## src/rtl/pipeline_sequencer_if.sv

```systemverilog
// Control bundle between the MIPS datapath and its stage sequencer.
// The datapath side (master) supplies stage status; the sequencer (slave) returns stage controls.
interface pipeline_sequencer_if #(
    parameter int CNT_W = 32
);
    logic [31:0]      inst_data_id;
    logic             branch_id;
    logic             is_branch_exe;
    logic             is_branch_mem;
    logic [4:0]       regw_addr_exe;
    logic [4:0]       regw_addr_mem;
    logic             wb_wen_exe;
    logic             wb_wen_mem;
    logic             wb_data_src_exe;
    logic             mem_valid;
    logic             mem_ren;
    logic             mem_wen;
    logic             mem_ack;
    logic             dbg_halt;
    logic             dbg_step;
    logic             if_rst;
    logic             if_en;
    logic             id_rst;
    logic             id_en;
    logic             exe_rst;
    logic             exe_en;
    logic             mem_rst;
    logic             mem_en;
    logic             wb_rst;
    logic             wb_en;
    logic [1:0]       exe_fwd_a_ctrl;
    logic [1:0]       exe_fwd_b_ctrl;
    logic             halted;
    logic [CNT_W-1:0] cycle_cnt;
    logic [CNT_W-1:0] retire_cnt;
    logic [CNT_W-1:0] stall_cnt;

    modport master (
        output inst_data_id, branch_id, is_branch_exe, is_branch_mem,
               regw_addr_exe, regw_addr_mem, wb_wen_exe, wb_wen_mem, wb_data_src_exe,
               mem_valid, mem_ren, mem_wen, mem_ack, dbg_halt, dbg_step,
        input  if_rst, if_en, id_rst, id_en, exe_rst, exe_en, mem_rst, mem_en, wb_rst, wb_en,
               exe_fwd_a_ctrl, exe_fwd_b_ctrl, halted, cycle_cnt, retire_cnt, stall_cnt
    );

    modport slave (
        input  inst_data_id, branch_id, is_branch_exe, is_branch_mem,
               regw_addr_exe, regw_addr_mem, wb_wen_exe, wb_wen_mem, wb_data_src_exe,
               mem_valid, mem_ren, mem_wen, mem_ack, dbg_halt, dbg_step,
        output if_rst, if_en, id_rst, id_en, exe_rst, exe_en, mem_rst, mem_en, wb_rst, wb_en,
               exe_fwd_a_ctrl, exe_fwd_b_ctrl, halted, cycle_cnt, retire_cnt, stall_cnt
    );
endinterface

```

## src/rtl/pipeline_sequencer.sv

```systemverilog
// Stage sequencer and hazard controller for the 5-stage MIPS pipeline: stage enables and flushes,
// memory-stall freeze, EXE forwarding selects, debug run/halt/step and performance counters.
module pipeline_sequencer #(
    parameter int CNT_W = 32
) (
    input  logic                 i_clk,
    input  logic                 i_rst,
    pipeline_sequencer_if.slave  bus
);
    typedef enum logic [1:0] {
        ST_RUN  = 2'd0,
        ST_HALT = 2'd1,
        ST_STEP = 2'd2
    } state_t;

    localparam logic [CNT_W-1:0] CNT_ONE = {{(CNT_W-1){1'b0}}, 1'b1};

    state_t           r_state;
    logic             r_halted;
    logic [CNT_W-1:0] r_cycle_cnt;
    logic [CNT_W-1:0] r_retire_cnt;
    logic [CNT_W-1:0] r_stall_cnt;

    logic             w_mem_stall;
    logic             w_advance;
    logic             w_branch_pending;
    logic             w_run;
    logic [4:0]       w_rs;
    logic [4:0]       w_rt;
    logic             w_unused;

    // An EXE producer is younger than a MEM producer, so its match wins.
    function automatic logic [1:0] fwd_sel(
        input logic [4:0] field,
        input logic       wen_exe,
        input logic [4:0] addr_exe,
        input logic       load_exe,
        input logic       wen_mem,
        input logic [4:0] addr_mem
    );
        logic [1:0] sel;
        if (field == 5'd0) begin
            sel = 2'd0;
        end else if (wen_exe && (addr_exe == field)) begin
            sel = load_exe ? 2'd3 : 2'd1;
        end else if (wen_mem && (addr_mem == field)) begin
            sel = 2'd2;
        end else begin
            sel = 2'd0;
        end
        return sel;
    endfunction

    assign w_rs             = bus.inst_data_id[25:21];
    assign w_rt             = bus.inst_data_id[20:16];
    assign w_unused         = &{1'b0, bus.inst_data_id[31:26], bus.inst_data_id[15:0]};
    assign w_mem_stall      = (bus.mem_ren | bus.mem_wen) & ~bus.mem_ack;
    assign w_advance        = (r_state != ST_HALT) & ~w_mem_stall;
    assign w_branch_pending = bus.branch_id | bus.is_branch_exe | bus.is_branch_mem;
    assign w_run            = w_advance & ~i_rst;

    // The PC holds while a branch sits in ID/EXE and loads the target once it reaches MEM.
    assign bus.if_rst  = i_rst;
    assign bus.id_rst  = i_rst | (w_advance & w_branch_pending);
    assign bus.exe_rst = i_rst;
    assign bus.mem_rst = i_rst;
    assign bus.wb_rst  = i_rst;
    assign bus.if_en   = w_run & (~w_branch_pending | bus.is_branch_mem);
    assign bus.id_en   = w_run;
    assign bus.exe_en  = w_run;
    assign bus.mem_en  = w_run;
    assign bus.wb_en   = w_run;

    assign bus.exe_fwd_a_ctrl = fwd_sel(w_rs, bus.wb_wen_exe, bus.regw_addr_exe, bus.wb_data_src_exe,
                                        bus.wb_wen_mem, bus.regw_addr_mem);
    assign bus.exe_fwd_b_ctrl = fwd_sel(w_rt, bus.wb_wen_exe, bus.regw_addr_exe, bus.wb_data_src_exe,
                                        bus.wb_wen_mem, bus.regw_addr_mem);

    assign bus.halted     = r_halted;
    assign bus.cycle_cnt  = r_cycle_cnt;
    assign bus.retire_cnt = r_retire_cnt;
    assign bus.stall_cnt  = r_stall_cnt;

    // Debug run/halt/step machine; a step stays pending until its cycle actually advances.
    always_ff @(posedge i_clk) begin
        if (i_rst) begin
            r_state  <= ST_RUN;
            r_halted <= 1'b0;
        end else begin
            case (r_state)
                ST_RUN: begin
                    if (bus.dbg_halt) begin
                        r_state  <= ST_HALT;
                        r_halted <= 1'b1;
                    end else begin
                        r_state  <= ST_RUN;
                        r_halted <= 1'b0;
                    end
                end
                ST_HALT: begin
                    if (!bus.dbg_halt) begin
                        r_state  <= ST_RUN;
                        r_halted <= 1'b0;
                    end else if (bus.dbg_step) begin
                        r_state  <= ST_STEP;
                        r_halted <= 1'b0;
                    end else begin
                        r_state  <= ST_HALT;
                        r_halted <= 1'b1;
                    end
                end
                ST_STEP: begin
                    if (w_mem_stall) begin
                        r_state  <= ST_STEP;
                        r_halted <= 1'b0;
                    end else if (bus.dbg_halt) begin
                        r_state  <= ST_HALT;
                        r_halted <= 1'b1;
                    end else begin
                        r_state  <= ST_RUN;
                        r_halted <= 1'b0;
                    end
                end
                default: begin
                    r_state  <= ST_RUN;
                    r_halted <= 1'b0;
                end
            endcase
        end
    end

    // Performance counters; stalls are not counted while halted.
    always_ff @(posedge i_clk) begin
        if (i_rst) begin
            r_cycle_cnt  <= {CNT_W{1'b0}};
            r_retire_cnt <= {CNT_W{1'b0}};
            r_stall_cnt  <= {CNT_W{1'b0}};
        end else begin
            r_cycle_cnt <= r_cycle_cnt + CNT_ONE;
            if (w_advance && bus.mem_valid) begin
                r_retire_cnt <= r_retire_cnt + CNT_ONE;
            end else begin
                r_retire_cnt <= r_retire_cnt;
            end
            if (w_mem_stall && (r_state != ST_HALT)) begin
                r_stall_cnt <= r_stall_cnt + CNT_ONE;
            end else begin
                r_stall_cnt <= r_stall_cnt;
            end
        end
    end
endmodule
```

## src/flat_wrapper.sv

```systemverilog
// flat-port wrapper written by rule: the top's interface ports become plain ports
module pipeline_sequencer_flat 
#(
    parameter int CNT_W = 32
)
  (i_clk, i_rst, bus_inst_data_id, bus_branch_id, bus_is_branch_exe, bus_is_branch_mem, bus_regw_addr_exe, bus_regw_addr_mem, bus_wb_wen_exe, bus_wb_wen_mem, bus_wb_data_src_exe, bus_mem_valid, bus_mem_ren, bus_mem_wen, bus_mem_ack, bus_dbg_halt, bus_dbg_step, bus_if_rst, bus_if_en, bus_id_rst, bus_id_en, bus_exe_rst, bus_exe_en, bus_mem_rst, bus_mem_en, bus_wb_rst, bus_wb_en, bus_exe_fwd_a_ctrl, bus_exe_fwd_b_ctrl, bus_halted, bus_cycle_cnt, bus_retire_cnt, bus_stall_cnt);
  pipeline_sequencer_if #(.CNT_W(CNT_W)) bus_i ();
  input  logic i_clk;
  input  logic i_rst;
  input wire logic [$bits(bus_i.inst_data_id)-1:0] bus_inst_data_id;
  input wire logic [$bits(bus_i.branch_id)-1:0] bus_branch_id;
  input wire logic [$bits(bus_i.is_branch_exe)-1:0] bus_is_branch_exe;
  input wire logic [$bits(bus_i.is_branch_mem)-1:0] bus_is_branch_mem;
  input wire logic [$bits(bus_i.regw_addr_exe)-1:0] bus_regw_addr_exe;
  input wire logic [$bits(bus_i.regw_addr_mem)-1:0] bus_regw_addr_mem;
  input wire logic [$bits(bus_i.wb_wen_exe)-1:0] bus_wb_wen_exe;
  input wire logic [$bits(bus_i.wb_wen_mem)-1:0] bus_wb_wen_mem;
  input wire logic [$bits(bus_i.wb_data_src_exe)-1:0] bus_wb_data_src_exe;
  input wire logic [$bits(bus_i.mem_valid)-1:0] bus_mem_valid;
  input wire logic [$bits(bus_i.mem_ren)-1:0] bus_mem_ren;
  input wire logic [$bits(bus_i.mem_wen)-1:0] bus_mem_wen;
  input wire logic [$bits(bus_i.mem_ack)-1:0] bus_mem_ack;
  input wire logic [$bits(bus_i.dbg_halt)-1:0] bus_dbg_halt;
  input wire logic [$bits(bus_i.dbg_step)-1:0] bus_dbg_step;
  output wire logic [$bits(bus_i.if_rst)-1:0] bus_if_rst;
  output wire logic [$bits(bus_i.if_en)-1:0] bus_if_en;
  output wire logic [$bits(bus_i.id_rst)-1:0] bus_id_rst;
  output wire logic [$bits(bus_i.id_en)-1:0] bus_id_en;
  output wire logic [$bits(bus_i.exe_rst)-1:0] bus_exe_rst;
  output wire logic [$bits(bus_i.exe_en)-1:0] bus_exe_en;
  output wire logic [$bits(bus_i.mem_rst)-1:0] bus_mem_rst;
  output wire logic [$bits(bus_i.mem_en)-1:0] bus_mem_en;
  output wire logic [$bits(bus_i.wb_rst)-1:0] bus_wb_rst;
  output wire logic [$bits(bus_i.wb_en)-1:0] bus_wb_en;
  output wire logic [$bits(bus_i.exe_fwd_a_ctrl)-1:0] bus_exe_fwd_a_ctrl;
  output wire logic [$bits(bus_i.exe_fwd_b_ctrl)-1:0] bus_exe_fwd_b_ctrl;
  output wire logic [$bits(bus_i.halted)-1:0] bus_halted;
  output wire logic [$bits(bus_i.cycle_cnt)-1:0] bus_cycle_cnt;
  output wire logic [$bits(bus_i.retire_cnt)-1:0] bus_retire_cnt;
  output wire logic [$bits(bus_i.stall_cnt)-1:0] bus_stall_cnt;
  assign bus_i.inst_data_id = bus_inst_data_id;
  assign bus_i.branch_id = bus_branch_id;
  assign bus_i.is_branch_exe = bus_is_branch_exe;
  assign bus_i.is_branch_mem = bus_is_branch_mem;
  assign bus_i.regw_addr_exe = bus_regw_addr_exe;
  assign bus_i.regw_addr_mem = bus_regw_addr_mem;
  assign bus_i.wb_wen_exe = bus_wb_wen_exe;
  assign bus_i.wb_wen_mem = bus_wb_wen_mem;
  assign bus_i.wb_data_src_exe = bus_wb_data_src_exe;
  assign bus_i.mem_valid = bus_mem_valid;
  assign bus_i.mem_ren = bus_mem_ren;
  assign bus_i.mem_wen = bus_mem_wen;
  assign bus_i.mem_ack = bus_mem_ack;
  assign bus_i.dbg_halt = bus_dbg_halt;
  assign bus_i.dbg_step = bus_dbg_step;
  assign bus_if_rst = bus_i.if_rst;
  assign bus_if_en = bus_i.if_en;
  assign bus_id_rst = bus_i.id_rst;
  assign bus_id_en = bus_i.id_en;
  assign bus_exe_rst = bus_i.exe_rst;
  assign bus_exe_en = bus_i.exe_en;
  assign bus_mem_rst = bus_i.mem_rst;
  assign bus_mem_en = bus_i.mem_en;
  assign bus_wb_rst = bus_i.wb_rst;
  assign bus_wb_en = bus_i.wb_en;
  assign bus_exe_fwd_a_ctrl = bus_i.exe_fwd_a_ctrl;
  assign bus_exe_fwd_b_ctrl = bus_i.exe_fwd_b_ctrl;
  assign bus_halted = bus_i.halted;
  assign bus_cycle_cnt = bus_i.cycle_cnt;
  assign bus_retire_cnt = bus_i.retire_cnt;
  assign bus_stall_cnt = bus_i.stall_cnt;
  pipeline_sequencer #(.CNT_W(CNT_W)) u_core (.i_clk(i_clk), .i_rst(i_rst), .bus(bus_i));
endmodule
```

## config.mk

```make
export PLATFORM = sky130hd
export DESIGN_NAME = pipeline_sequencer_flat
export DESIGN_NICKNAME = d
export VERILOG_FILES = /design/src/rtl/pipeline_sequencer_if.sv /design/src/rtl/pipeline_sequencer.sv /design/src/flat_wrapper.sv
export SDC_FILE = /design/constraint.sdc
export NUM_CORES = 1
export LEC_CHECK = 0
export ABC_AREA = 1
export CAP_MARGIN = 15
export CORE_MARGIN = 2
export CORE_UTILIZATION = 43
export CTS_BUF_LIST = sky130_fd_sc_hd__clkbuf_8 sky130_fd_sc_hd__clkbuf_16
export CTS_CLUSTER_DIAMETER = 40
export DETAILED_ROUTE_END_ITERATION = 10
export PLACE_DENSITY = 0.7
export SETUP_SLACK_MARGIN = 0.5
export SYNTH_ARGS = -nofsm -noshare
export SYNTH_HDL_FRONTEND = slang
export SYNTH_SLANG_ARGS = --single-unit
```

## constraint.sdc

```tcl
create_clock -name i_clk -period 2.9 [get_ports i_clk]
set_clock_uncertainty 0.1 [all_clocks]
set_input_delay 0.58 -clock i_clk [delete_from_list [all_inputs] [get_ports i_clk]]
set_output_delay 0.58 -clock i_clk [all_outputs]
set_load 0.01 [all_outputs]
```

==> impl_metrics.json <==
{
  "fillers": 1343,
  "reg2reg_slack_ps": 1070,
  "max_freq_mhz": 418,
  "globalRouteMet3Util": 0.0446,
  "synth_flop_cell": "dfxtp_1",
  "grt_max_degree": 55,
  "endpoint_kind": "primary output",
  "root_buffer": "clkbuf_16",
  "layout-drive-gt1-share": 0.104,
  "yosysMostFrequentCell": "nand2_1",
  "avgViaCountPerCell": 4.87,
  "finalCritPeriodShare": 0.825,
  "r2r_start": "u_core.bus.retire_cnt[0]",
  "fin_crit_ps": 2390,
  "finalSetupTns_ps": 0,
  "routed_wl_um": 15800,
  "synth_seq_cells": 98,
  "die_area_um2": 14800,
  "place.gp.congestion": 0.890,
  "whs_endpoint": "u_core.bus.cycle_cnt[0]",
  "setup_ws_ps": 509,
  "criticalPathCategory": "in -> out",
  "finalMaxSlewViolations": 0,
  "worstMarginPinSlew_ps": 582,
  "num_io_pins": 167,
  "whs_path_depth": 1,
  "reg2regPathDepth": 8,
  "dp.cells": 1248,
  "core_um2": 13300,
  "grt_first_pass_wirelength_um": 25900,
  "drc": 0,
  "num_vias": 6169,
  "dp_hpwl_um": 12000,
  "grt.busiest_layer": "met2",
  "slew_headroom": 0.612,
  "leakagePower_nw": 3.14,
  "synth.top_cell.area_share": 0.331,
  "syn_inst": 939,
  "drv_cap": 0,
  "num_rows": 42,
  "timing.rr.end": "u_core.bus.retire_cnt[30]",
  "grtUsageMet1": 0.281,
  "dpl_cell_area_um2": 7540,
  "grt.total_usage": 0.219,
  "power_density_nw_per_um2": 357,
  "synth_cell_types": 41,
  "dr.pass1.iters": 4,
  "yosys.area_share.simple": 0.435,
  "synth_top_cell_by_area": "dfxtp_1",
  "cts_tree": "yes",
  "yosys_warnings": 0,
  "synth_top_family_by_area": "simple AND/OR/NAND/NOR gates",
  "synth_compound_area_frac": 0.0924,
  "avgSynthCellArea_um2": 6.32,
  "drt-initial-drc-count": 287,
  "synthMuxAreaShare": 0,
  "ant_nets": 0,
  "hold_path.class": "reg -> reg",
  "design_area_um2": 7860,
  "synth_async_sr_flop_share": 0,
  "diodes": 0,
  "syn_nets": 998,
  "synth_common_cells": "nand2_1, nor2_1, inv_1",
  "worst-endpoint-arrival_ps": 1710,
  "cts_buffer_depth": 2,
  "place_ws_ps": -112,
  "setup_viol": 0,
  "cts_hold_buf": 0,
  "total_power_mw": 2.81,
  "grt_use_met2": 0.362,
  "initial_utilization": 0.444,
  "cts_inserted_buffers": 9,
  "antenna_found_initial": 0,
  "nets": 1145,
  "syn_area_um2": 5930,
  "min_from": "u_core.bus.cycle_cnt[0]",
  "crit_required_ps": 2220,
  "synth-edff-count": 0,
  "grt_overflow": 0,
  "dieWidth_um": 121,
  "clkSlewWorstSetupHoldPaths_ps": 60,
  "rsz0062_at_grt": "yes",
  "grt_pass1_vias": 5532,
  "seq_area_frac_synth": 0.331,
  "wl_per_cell_um": 12.5,
  "status": "finished, final reports clean",
  "ir_worst_vdd_mv": 0.234,
  "hold_viol_final": 0,
  "cp-start-kind": "input port",
  "final_cells": 1267,
  "port_buffers": 144,
  "clock_latency_ps": 350,
  "dieHeight_um": 121,
  "synth-xor-area-share": 0.0251,
  "cts.sinks": 98,
  "critPathMaxFanout": 3,
  "h-tree-depth": 3,
  "yosys.area_share.adder": 0.00633,
  "synthToLayoutAreaGrowth_pct": 32.6,
  "synthTopCellsByArea": "dfxtp_1, nand2_1, nor2_1, inv_1, nand3_1"
}
-- sequential cells by signal, summed over array words and instances, names as in the netlist --
| name | count |
|---|---|
| u_core.bus.cycle_cnt | 32 |
| u_core.bus.retire_cnt | 32 |
| u_core.bus.stall_cnt | 32 |
| u_core.r_state | 2 |
-- metal layers --
metal  wire length (um)  share of wire
met5                  0              0
met3                904          0.057
met4                278          0.018
met2               7140           0.45
met1               7470           0.47
-- power by group --
part           switching [mW]  internal, mW
clock network           0.514         0.695
logic                   0.133         0.105
registers             0.00976          1.35
total                   0.656          2.15
-- through the flow --
stage / hold WS [ps] / utilization
6_report: 373 / 0.589
5_1_grt: 419 / 0.589
4_1_cts: 381 / 0.588
3_5_place_dp: 370 / 0.565
3_3_place_gp: 353 / 0.565
2_1_floorplan: 369 / -
-- cells by family (layout without fill, tap and decap cells) --
| family | after synthesis | in the layout |
|---|---|---|
| simple gates | 554 | 554 |
| buf+inv | 164 | 316 |
| compound gates | 103 | 103 |
| flops | 98 | 98 |
| xor+xnor | 17 | 17 |
| fa+ha+maj | 3 | 3 |
-- final cells by class --
type | instances | area, um2 | area share
Clock buffer | 14 | 294 | 0.0374
Clock inverter | 2 | 8.76 | 0.00111
Inverter | 145 | 544 | 0.0692
Multi-Input combinational cell | 677 | 3360 | 0.427
Sequential cell | 98 | 1960 | 0.249
Tap cell | 176 | 220 | 0.0280
Timing Repair Buffer | 155 | 1480 | 0.188
-- critical path: stages --
cell           delay (ps)
dlygate4sd2_1         270
or2_2                 320
a21oi_2               160
nand4_1               100
a21oi_1               150
buf_2                 150
-- what timing repair did --
item | CTS | global route
endpoints found under the setup margin | 10 | 9
gates resized for setup | 62 | 19
setup buffers | 2 | 1
pin swaps | 13 | 4
-- worst max-delay path by stage --
| stage | from | endpoint | slack (ps) | depth (start not counted) |
|---|---|---|---|---|
| floorplan | bus_mem_ren | bus_if_en | 820 | 6 |
| global placement | bus_inst_data_id[16] | bus_exe_fwd_b_ctrl[1] | -120 | 6 |
| detailed placement | bus_regw_addr_mem[0] | bus_exe_fwd_b_ctrl[1] | -110 | 6 |
| CTS | bus_regw_addr_mem[4] | bus_exe_fwd_b_ctrl[1] | 470 | 6 |
| global route | bus_regw_addr_mem[0] | bus_exe_fwd_b_ctrl[1] | 440 | 6 |
| finish | bus_inst_data_id[16] | bus_exe_fwd_b_ctrl[1] | 510 | 6 |
-- cells in the final DEF (no fill, tap or decap), types with 4 or more instances in the layout --
cell,Yosys,layout
a21oi_2,0,4
clkbuf_8,0,5
dlygate4sd2_1,0,18
buf_2,3,6
a21oi_1,55,51
inv_1,134,126
nand2_2,7,7
nand3_2,5,5
o22ai_1,5,5
inv_2,10,19
clkbuf_16,0,9
nor3_1,19,17
o21ai_1,3,6
nand3_1,66,66
dfxtp_1,98,98
nor3_2,4,6
buf_4,7,11
xnor2_1,7,7
nor2_2,11,12
nand4_1,27,27
nand2_4,4,5
o21a_1,6,6
nand3b_1,5,5
nor2_1,153,151
nor2_4,10,11
clkdlybuf4s50_1,0,111
xor2_1,10,10
o21ai_0,30,27
nand2_1,230,229
Power figures use the tool's default switching activity.
